**src/rtl/muldiv_pkg.sv**
```systemverilog
// rtl/muldiv_pkg.sv - shared op/state encodings and iteration count for the muldiv sequencer
package muldiv_pkg;

    localparam int MD_ITER = 32;

    typedef enum logic [1:0] {
        MD_MULT  = 2'b00,
        MD_MULTU = 2'b01,
        MD_DIV   = 2'b10,
        MD_DIVU  = 2'b11
    } md_op_e;

    typedef enum logic [1:0] {
        MD_IDLE = 2'b00,
        MD_RUN  = 2'b01,
        MD_FIX  = 2'b10
    } md_state_e;

endpackage

```
**src/rtl/muldiv_core.sv**
```systemverilog
// rtl/muldiv_core.sv - shift-add multiply / restoring divide datapath stepped by the sequencer
module muldiv_core #(
    parameter int WIDTH = 32
) (
    input  logic             clk,
    input  logic             rst,
    input  logic             load,
    input  logic             step,
    input  logic             is_div,
    input  logic [WIDTH-1:0] a_in,
    input  logic [WIDTH-1:0] b_in,
    output logic [WIDTH-1:0] acc,
    output logic [WIDTH-1:0] mq,
    output logic [WIDTH-1:0] b
);

    logic [WIDTH:0]   sum;
    logic [WIDTH:0]   shl;
    logic             borrow;
    logic [WIDTH-1:0] rem_sub;

    // Multiply: conditional add keeps its carry so the right shift loses nothing.
    assign sum     = {1'b0, acc} + (mq[0] ? {1'b0, b} : '0);
    // Divide: remainder gets one extra bit after the left shift before the trial subtract.
    assign shl     = {acc, mq[WIDTH-1]};
    assign borrow  = shl < {1'b0, b};
    assign rem_sub = shl[WIDTH-1:0] - b;

    // Operand load on start, then one multiply or divide iteration per step.
    always_ff @(posedge clk) begin
        if (rst) begin
            acc <= '0;
            mq  <= '0;
            b   <= '0;
        end else if (load) begin
            acc <= '0;
            mq  <= a_in;
            b   <= b_in;
        end else if (step) begin
            if (is_div) begin
                acc <= borrow ? shl[WIDTH-1:0] : rem_sub;
                mq  <= {mq[WIDTH-2:0], ~borrow};
            end else begin
                acc <= sum[WIDTH:1];
                mq  <= {sum[0], mq[WIDTH-1:1]};
            end
        end
    end

endmodule

```
**src/rtl/muldiv_sequencer.sv**
```systemverilog
// rtl/muldiv_sequencer.sv - HI/LO multiply/divide sequencer; MULDIV_EARLY_TERM_EN enables multiply early exit
module muldiv_sequencer
    import muldiv_pkg::*;
#(
    parameter int WIDTH = MD_ITER,
    parameter int CNT_W = 6
) (
    input  logic             clk,
    input  logic             rst,
    input  logic             start,
    input  logic [1:0]       op,
    input  logic [WIDTH-1:0] rs_val,
    input  logic [WIDTH-1:0] rt_val,
    input  logic             mthi,
    input  logic             mtlo,
    input  logic [WIDTH-1:0] wdata,
    output logic             busy,
    output logic             done,
    output logic             div_by_zero,
    output logic [WIDTH-1:0] hi,
    output logic [WIDTH-1:0] lo
);

    md_state_e          state, state_next;
    logic [CNT_W-1:0]   cnt;
    logic               is_div_q, sign_a_q, sign_b_q;
    logic               signed_op, sign_a, sign_b, load, step;
    logic [WIDTH-1:0]   abs_rs, abs_rt, acc, mq, b;
    logic [2*WIDTH-1:0] prod_mag, prod;
    logic [WIDTH-1:0]   quot, rem, res_hi, res_lo;
    logic               dbz_hit, run_exit;

    assign signed_op = (op == MD_MULT) || (op == MD_DIV);
    assign sign_a    = signed_op & rs_val[WIDTH-1];
    assign sign_b    = signed_op & rt_val[WIDTH-1];
    assign abs_rs    = sign_a ? -rs_val : rs_val;
    assign abs_rt    = sign_b ? -rt_val : rt_val;
    assign load      = (state == MD_IDLE) && start;
    assign step      = (state == MD_RUN);

    // Multiplier rt goes in the shifting register; for divide the dividend rs does.
    muldiv_core #(.WIDTH(WIDTH)) u_core (
        .clk    (clk),
        .rst    (rst),
        .load   (load),
        .step   (step),
        .is_div (is_div_q),
        .a_in   (op[1] ? abs_rs : abs_rt),
        .b_in   (op[1] ? abs_rt : abs_rs),
        .acc    (acc),
        .mq     (mq),
        .b      (b)
    );

    // A multiply may stop once no unconsumed multiplier bits are set.
`ifdef MULDIV_EARLY_TERM_EN
    assign run_exit = (cnt == CNT_W'(1)) ||
                      (!is_div_q && (((mq >> 1) & ~({WIDTH{1'b1}} << (cnt - 1'b1))) == '0));
`else
    assign run_exit = (cnt == CNT_W'(1));
`endif

    // FSM state register.
    always_ff @(posedge clk) begin
        if (rst) state <= MD_IDLE;
        else     state <= state_next;
    end

    // Next-state: IDLE -> RUN on start, RUN until the last iteration, FIX for one cycle.
    always_comb begin
        state_next = state;
        case (state)
            MD_IDLE: if (start) state_next = MD_RUN;
            MD_RUN:  if (run_exit) state_next = MD_FIX;
            MD_FIX:  state_next = MD_IDLE;
            default: state_next = MD_IDLE;
        endcase
    end

    // Iteration counter and the op/sign flags captured with start.
    always_ff @(posedge clk) begin
        if (rst) begin
            cnt      <= '0;
            is_div_q <= 1'b0;
            sign_a_q <= 1'b0;
            sign_b_q <= 1'b0;
        end else if (load) begin
            cnt      <= CNT_W'(WIDTH);
            is_div_q <= op[1];
            sign_a_q <= sign_a;
            sign_b_q <= sign_b;
        end else if (step) begin
            cnt      <= cnt - 1'b1;
        end
    end

    // Sign correction; remainder of a zero divisor is the dividend magnitude itself.
    always_comb begin
`ifdef MULDIV_EARLY_TERM_EN
        prod_mag = {acc, mq} >> cnt;
`else
        prod_mag = {acc, mq};
`endif
        prod    = (sign_a_q ^ sign_b_q) ? -prod_mag : prod_mag;
        quot    = (sign_a_q ^ sign_b_q) ? -mq : mq;
        rem     = sign_a_q ? -acc : acc;
        dbz_hit = is_div_q && (b == '0);
        res_hi  = is_div_q ? rem : prod[2*WIDTH-1:WIDTH];
        res_lo  = is_div_q ? (dbz_hit ? '1 : quot) : prod[WIDTH-1:0];
    end

    // HI/LO: result in FIX, MTHI/MTLO only while idle.
    always_ff @(posedge clk) begin
        if (rst) begin
            hi <= '0;
            lo <= '0;
        end else if (state == MD_FIX) begin
            hi <= res_hi;
            lo <= res_lo;
        end else if (state == MD_IDLE) begin
            if (mthi) hi <= wdata;
            if (mtlo) lo <= wdata;
        end
    end

    assign busy        = (state == MD_RUN) || (state == MD_FIX);
    assign done        = (state == MD_FIX);
    assign div_by_zero = done && dbz_hit;

endmodule

```
**config.mk**
```make
export PLATFORM = sky130hd
export DESIGN_NAME = muldiv_sequencer
export DESIGN_NICKNAME = d
export VERILOG_FILES = /design/src/rtl/muldiv_pkg.sv /design/src/rtl/muldiv_core.sv /design/src/rtl/muldiv_sequencer.sv
export SDC_FILE = /design/constraint.sdc
export NUM_CORES = 1
export LEC_CHECK = 0
export ABC_AREA = 0
export CAP_MARGIN = 5
export CORE_ASPECT_RATIO = 0.8
export CORE_MARGIN = 3
export CORE_UTILIZATION = 32
export CTS_CLUSTER_DIAMETER = 150
export DETAILED_ROUTE_END_ITERATION = 8
export MAX_ROUTING_LAYER = met4
export SYNTH_ARGS = -nofsm -noshare
export SYNTH_HDL_FRONTEND = slang
export SYNTH_HIERARCHICAL = 1
export SYNTH_SLANG_ARGS = --single-unit
```
**constraint.sdc**
```tcl
create_clock -name clk -period 4.4 [get_ports clk]
set_input_delay 0.66 -clock clk [delete_from_list [all_inputs] [get_ports clk]]
set_output_delay 0.66 -clock clk [all_outputs]
set_load 0.1 [all_outputs]
```
After elaboration in Yosys (flattened, before gate mapping)
Cells that the tools add are included.
- bitwise logic cells: 4
- add/subtract/negate cells: 8
- equality and inequality tests: 6
- mux-type cells: 27
- reduce and logical (&&, ||, !) cells: 16
- $lt $le $gt $ge: 1
- operators by type and width (kind ; number):
    two-way mux 32 bit ; 21
    negator 32 bit ; 4
    two-way mux 64 bit ; 1
    negator 64 bit ; 1
    adder 32 x 33 -> 33 bit ; 1
    < comparator 33 x 32 -> 1 bit ; 1
    logical NOT 32 bit ; 1
    subtractor 32 bit ; 1
    two-way mux 6 bit ; 2
    nonzero test 2 bit ; 4
    == test 6 x 1 -> 1 bit, second input constant ; 1
    AND reduction 2 bit ; 3
    subtractor 6 x 1 -> 6 bit, second input constant ; 1
    == test 2 bit, second input constant ; 2
    logical NOT 2 bit ; 2
    two-way mux 2 bit ; 2
    case mux 2 bit (2 select lines) ; 1
    logical AND 1 bit ; 3
    bitwise AND 1 bit ; 2
    == test 2 x 1 -> 1 bit, second input constant ; 1
    logical OR 1 bit ; 2
    != test 2 x 1 -> 1 bit, second input constant ; 1
    != test 2 bit, second input constant ; 1
    OR reduction 2 bit ; 1
    other kinds (2) ; 2
- output and inout port bits: 67
- register bits after elaboration: 171

Logic depth before layout (Yosys ltp)
- depth after elaboration: 6
- gate-level depth with buffers: 14
- depth with buffers taken out: 14

Modules after synthesis
The synthesis kept the hierarchy.
- by module, submodules not included (module ; instances ; area an instance (sq um) ; cells each ; seq. area each (sq um)):
    muldiv_core ; 1 ; 8069.0 ; 1029 ; 1921.8
    muldiv_sequencer ; 1 ; 7475.9 ; 995 ; 1501.4

Least setup slack after synthesis
No wires, ideal clock.
- kind: reg-to-output
- start point: register state[0]
- end point: output div_by_zero
- required time: 3.740 ns
- arrival: 2.914 ns
- cell stages (with the launch flop): 9
- path slack: 0.826 ns
- cell sequence: dfxtp_1 -> inv_1 -> ha_1 -> clkbuf_1 -> nand3_1 -> or3_1 -> clkbuf_1 -> clkbuf_1 -> inv_1
- word-level cells in the longest chain between the ends: 2
- ends and longest elaborated chain (item ; RTL line ; RTL):
    from (decl) ; muldiv_sequencer.sv:24 ; md_state_e state, state_next;
    from (signal assigned) ; muldiv_sequencer.sv:66 ; else state <= state_next;
    == test 2 bit ; muldiv_sequencer.sv:127 ; assign done = (state == MD_FIX);
    named net done ; muldiv_sequencer.sv:18 ; output logic done,
    logical AND 1 bit ; muldiv_sequencer.sv:128 ; assign div_by_zero = done && dbz_hit;
    to (decl) ; muldiv_sequencer.sv:19 ; output logic div_by_zero,
The timed path passes the listed nets, and every way through them passes these cells.

Worst setup path after layout
- start point: register u_core.b[0]
- end point: register u_core.acc[26]
- word-level cells in the longest chain between the ends: 3
- elaborated cells between the ends (all ways): 6
- those cells by class: 2 x add/sub; 1 x order compare; 3 x mux
- ends and longest elaborated chain (item ; RTL line ; RTL):
    from (decl) ; muldiv_core.sv:14 ; output logic [WIDTH-1:0] b
    from (signal assigned) ; muldiv_core.sv:38 ; b <= b_in;
    two-way mux 32 bit (tied with other cells) ; muldiv_core.sv:23 ; assign sum = {1'b0, acc} + (mq[0] ? {1'b0, b} : '0);
    adder 32 x 33 -> 33 bit / two-way mux 32 bit (equally long branches) ; muldiv_core.sv:23, muldiv_core.sv:41 ;
    two-way mux 32 bit * ; muldiv_core.sv:40 ; if (is_div) begin
    to (signal assigned) ; muldiv_core.sv:41 ; acc <= borrow ? shl[WIDTH-1:0] : rem_sub;
    to (signal assigned) ; muldiv_core.sv:44 ; acc <= sum[WIDTH:1];
    to (decl) ; muldiv_core.sv:12 ; output logic [WIDTH-1:0] acc,
Mark *: on every way between the ends. The rest lies on a longest branch, timed or not.
A chain may end at the register's enable or synchronous reset.

==> PnR_summary.wiki <==
{| class="wikitable"
! Metric !! Value
|-
| Starting density of the core || 0.327
|-
| Slowest stage cell, crit path || a221oi_1
|-
| Fraction of layout cells with a size suffix above 1 || 0.0751
|-
| Endpoint of the most critical register-to-register path || u_core/acc[26]
|-
| Critical-path maximum fanout || 4
|-
| Leading cell type in the layout, fill and taps excluded || nor2_1
|-
| Area enclosed by the die boundary || 51300 um2
|-
| H-tree levels || 4
|-
| Post-route total power || 8.19 mW
|-
| Dominant synthesized flop cell || dfxtp_1
|-
| Category of the worst setup path capture point || flip-flop
|-
| Height of the chip || 203 um
|-
| Antenna diodes || 0
|-
| Most area-hungry cell type in the Yosys netlist || dfxtp_1
|-
| Setup slack of the worst register-to-register path || 450 ps
|-
| Average wire length per cell after detail routing || 21.9 um
|-
| Mean post-synth cell area || 7.68 um2
|-
| Flip-flop and latch count after synthesis || 171
|-
| Hold-fix buffer count after cts || 0
|-
| Worst slew margin relative to its limit || 0.179
|-
| Horizontal die dimension || 252 um
|-
| Number of sinks handled by clock tree synthesis || 171
|-
| EDFF count, synth || 0
|-
| Worst Path Class, Setup || flip-flop to flip-flop
|-
| Max cap viols || 0
|-
| Maximum resistive drop on vdd || 252 uV
|-
| Launch instance of the worst min-delay path || cnt[1]
|-
| Buffer cell driving the clock tree root || clkbuf_16
|-
| Critical path, cell by cell || ha_1 > inv_1 > fa_1 > a21o_1 > a221oi_1 > a211oi_1 > o21ai_1 > a31oi_1 > a21oi_1 > nor2b_1 > o311ai_1 > o221a_1
|-
| Data arrival at the endpoint of the critical path || 4360 ps
|-
| Power Density || 443 nW/um2
|-
| Final period utilization || 0.898
|-
| Aggregate global-route resource usage || 0.234
|-
| Last weighted congestion value of the routability-driven placer || 0.997
|-
| Sequential-to-total area share from yosys stat || 0.220
|-
| Dpl hpwl || 47300 um
|-
| Fin util || 0.389
|-
| Result of the run || finished, final reports clean
|-
| Number of global-route vias before repair || 14900
|-
| Actual transition at the worst max-transition pin || 1230 ps
|-
| CTS tree || built
|-
| First-pass detailed-route iteration total || 6
|-
| Pre-CTS setup slack || 588 ps
|-
| Crit path required time || 4800 ps
|-
| Most frequent cells in the layout || nor2_1 (217), a21oi_1 (203), dfxtp_1 (170)
|-
| Top-level port count || 170
|-
| Hold Path Sink || cnt[1]
|-
| Layout Cell Area excl Fill || 18500 um2
|-
| Period minus WS final || 3950 ps
|-
| Syn-to-layout area delta || 18.8%
|-
| Remaining Overflow, GRT || 0
|-
| Maximum number of pins on one net before global-route repair || 101
|-
| Worst reg2reg path depth || 12
|-
| Floorplan core area || 47500 um2
|-
| Synth Warn # || 6
|-
| Antenna violations before repair || 1
|-
| Setup Viol. Count Final || 0
|-
| Global-route wire length before repair || 90900 um
|-
| Number of clock buffers inserted by TritonCTS || 17
|-
| Number of buffers added on ports || 169
|-
| Starting DRC count in detailed routing || 1783
|-
| Residual DRC count || 0
|-
| Top cell type's share of synthesized area || 0.220
|-
| Count of final max-slew check failures || 0
|-
| Area of the mapped netlist || 15500 um2
|-
| Startpoint of the lowest-slack register-to-register path || u_core/b[0]
|-
| Number of distinct library cells after synthesis || 93
|-
| Kind of cell with the highest combined delay on the critical path || compound AO/OA/AOI/OAI gates
|-
| Async set-reset flop share out of synthesis || 0
|-
| Achievable frequency || 253 MHz
|-
| Count of nets after finishing || 2308
|-
| Max Root-Sink Buffers || 2
|-
| Number of vias after detailed routing || 16100
|-
| Number of instances in the placed design || 2731
|-
| P_leak || 7.15 nW
|-
| Clock tree skew after final layout || 15.0 ps
|-
| Post-CTS resize count || 0
|-
| Buffering stage count on the worst path with inverters included || 1
|-
| Clock slew at reported path FFs || 80 ps
|-
| Worst Setup Start Kind || flip-flop
|-
| Longest individual stage delay on the worst path || 620 ps
|-
| Total nets after synthesis || 2202
|-
| Hold Vio Cnt, Final || 0
|-
| Via/cell ratio || 5.83
|-
| Number of stages on the worst hold path || 2
|-
| Setup repair after global routing missed its margin || false
|-
| Standard cell area after detailed placement || 17900 um2
|-
| Detail Route Antenna Nets || 0
|-
| Worst Setup Slack, final || 447 ps
|-
| Synthesized netlist cell count || 2024
|-
| TNS Setup || 0 ps
|-
| Wire length after detailed routing || 60400 um
|-
| Cell types with the largest area share after synthesis || dfxtp_1 (22%), mux2i_1 (8.4%), a21oi_1 (6.5%)
|-
| Final Hold Slack || 517 ps
|-
| Std-Cell Rows || 71
|-
| Final Non-Filler Cells || 2763
|-
| Post-CTS setup buffers || 0
|-
| Min-Delay Path Class || flip-flop to flip-flop
|-
| Clock latency on the worst-skew pair || 460 ps
|}
-- synth_stat cells (all sizes together) (11+ instances only) --
library cell  count
a31oi            38
ha               73
and3             42
nand2b           17
a21o             28
and4             12
o21a             11
a211oi          103
nor2            217
nor4             33
nor3             39
mux2i           131
or4              11
nand4            20
nand2           104
and2             37
or3              28
dfxtp           171
o31ai            29
mux2             24
o21ai            93
xnor2            71
nand3            51
o211ai           13
nor2b            11
a21oi           204
clkbuf          104
buf              28
xor2             99
inv              72
-- sequential cells by signal, indices dropped and copies added, names as in the netlist --
signal and cells:
state 2, is_div_q 1, sign_b_q 1, hi 32, sign_a_q 1, u_core/b 32
u_core/mq 32, u_core/acc 32, lo 32, cnt 6
-- power breakdown --
part | switching (mW) | leakage (nW) | internal, mW
registers | 0.325 | 1.40 | 1.78
clock network | 0.746 | 0.281 | 0.795
logic | 2.97 | 5.46 | 1.56
total | 4.05 | 7.15 | 4.14
-- logic make-up (layout without fill, tap and decap cells) --
kind of cell / after synthesis / count (layout) / share of synthesized area
compound gates: 608 / 608 / 0.258
simple gates: 641 / 641 / 0.211
flops: 171 / 171 / 0.220
fa+ha+maj: 75 / 75 / 0.0613
mux: 155 / 155 / 0.102
xor+xnor: 170 / 170 / 0.0963
buf+inv: 204 / 323 / 0.0510
-- worst register-to-register path, stage by stage, from the launching register on --
cell      delay [ps]
dfxtp_1          450
ha_1             220
inv_1             60
fa_1             410
a21o_1           210
a221oi_1         620
a211oi_1         290
o21ai_1          250
a31oi_1          150
a21oi_1          280
nor2b_1          110
o311ai_1         570
o221a_1          270
-- worst max-delay path by stage --
stage	from	to	slack (ps)	cells after the start
after detailed placement	u_core/acc[0]	u_core/acc[13]	590	12
after floorplan	state[0]	div_by_zero	830	8
after global placement	u_core/b[16]	u_core/acc[13]	590	13
final	u_core/b[0]	u_core/acc[26]	450	12
after global routing	u_core/b[19]	u_core/acc[13]	260	13
after CTS	u_core/b[16]	u_core/acc[13]	560	13
-- routing by layer --
layer	GRT usage	vias to the layer above	part of all wire
met5	-	-	0
met4	0.0480	0	0.019
met3	0.0599	54	0.090
met2	0.335	615	0.42
met1	0.331	7764	0.47
li1	-	7672	-
-- cell type report --
| type | instances | area [um2] |
|---|---|---|
| multi-input cells | 1649 | 11400 |
| well taps | 620 | 776 |
| flip-flops and latches | 171 | 3430 |
| clock inverters | 14 | 138 |
| repair buffers | 219 | 2070 |
| inverters | 72 | 272 |
| fillers | 4835 | 29100 |
| clock buffers | 18 | 429 |
No activity file was read; power rests on OpenSTA's default activity.
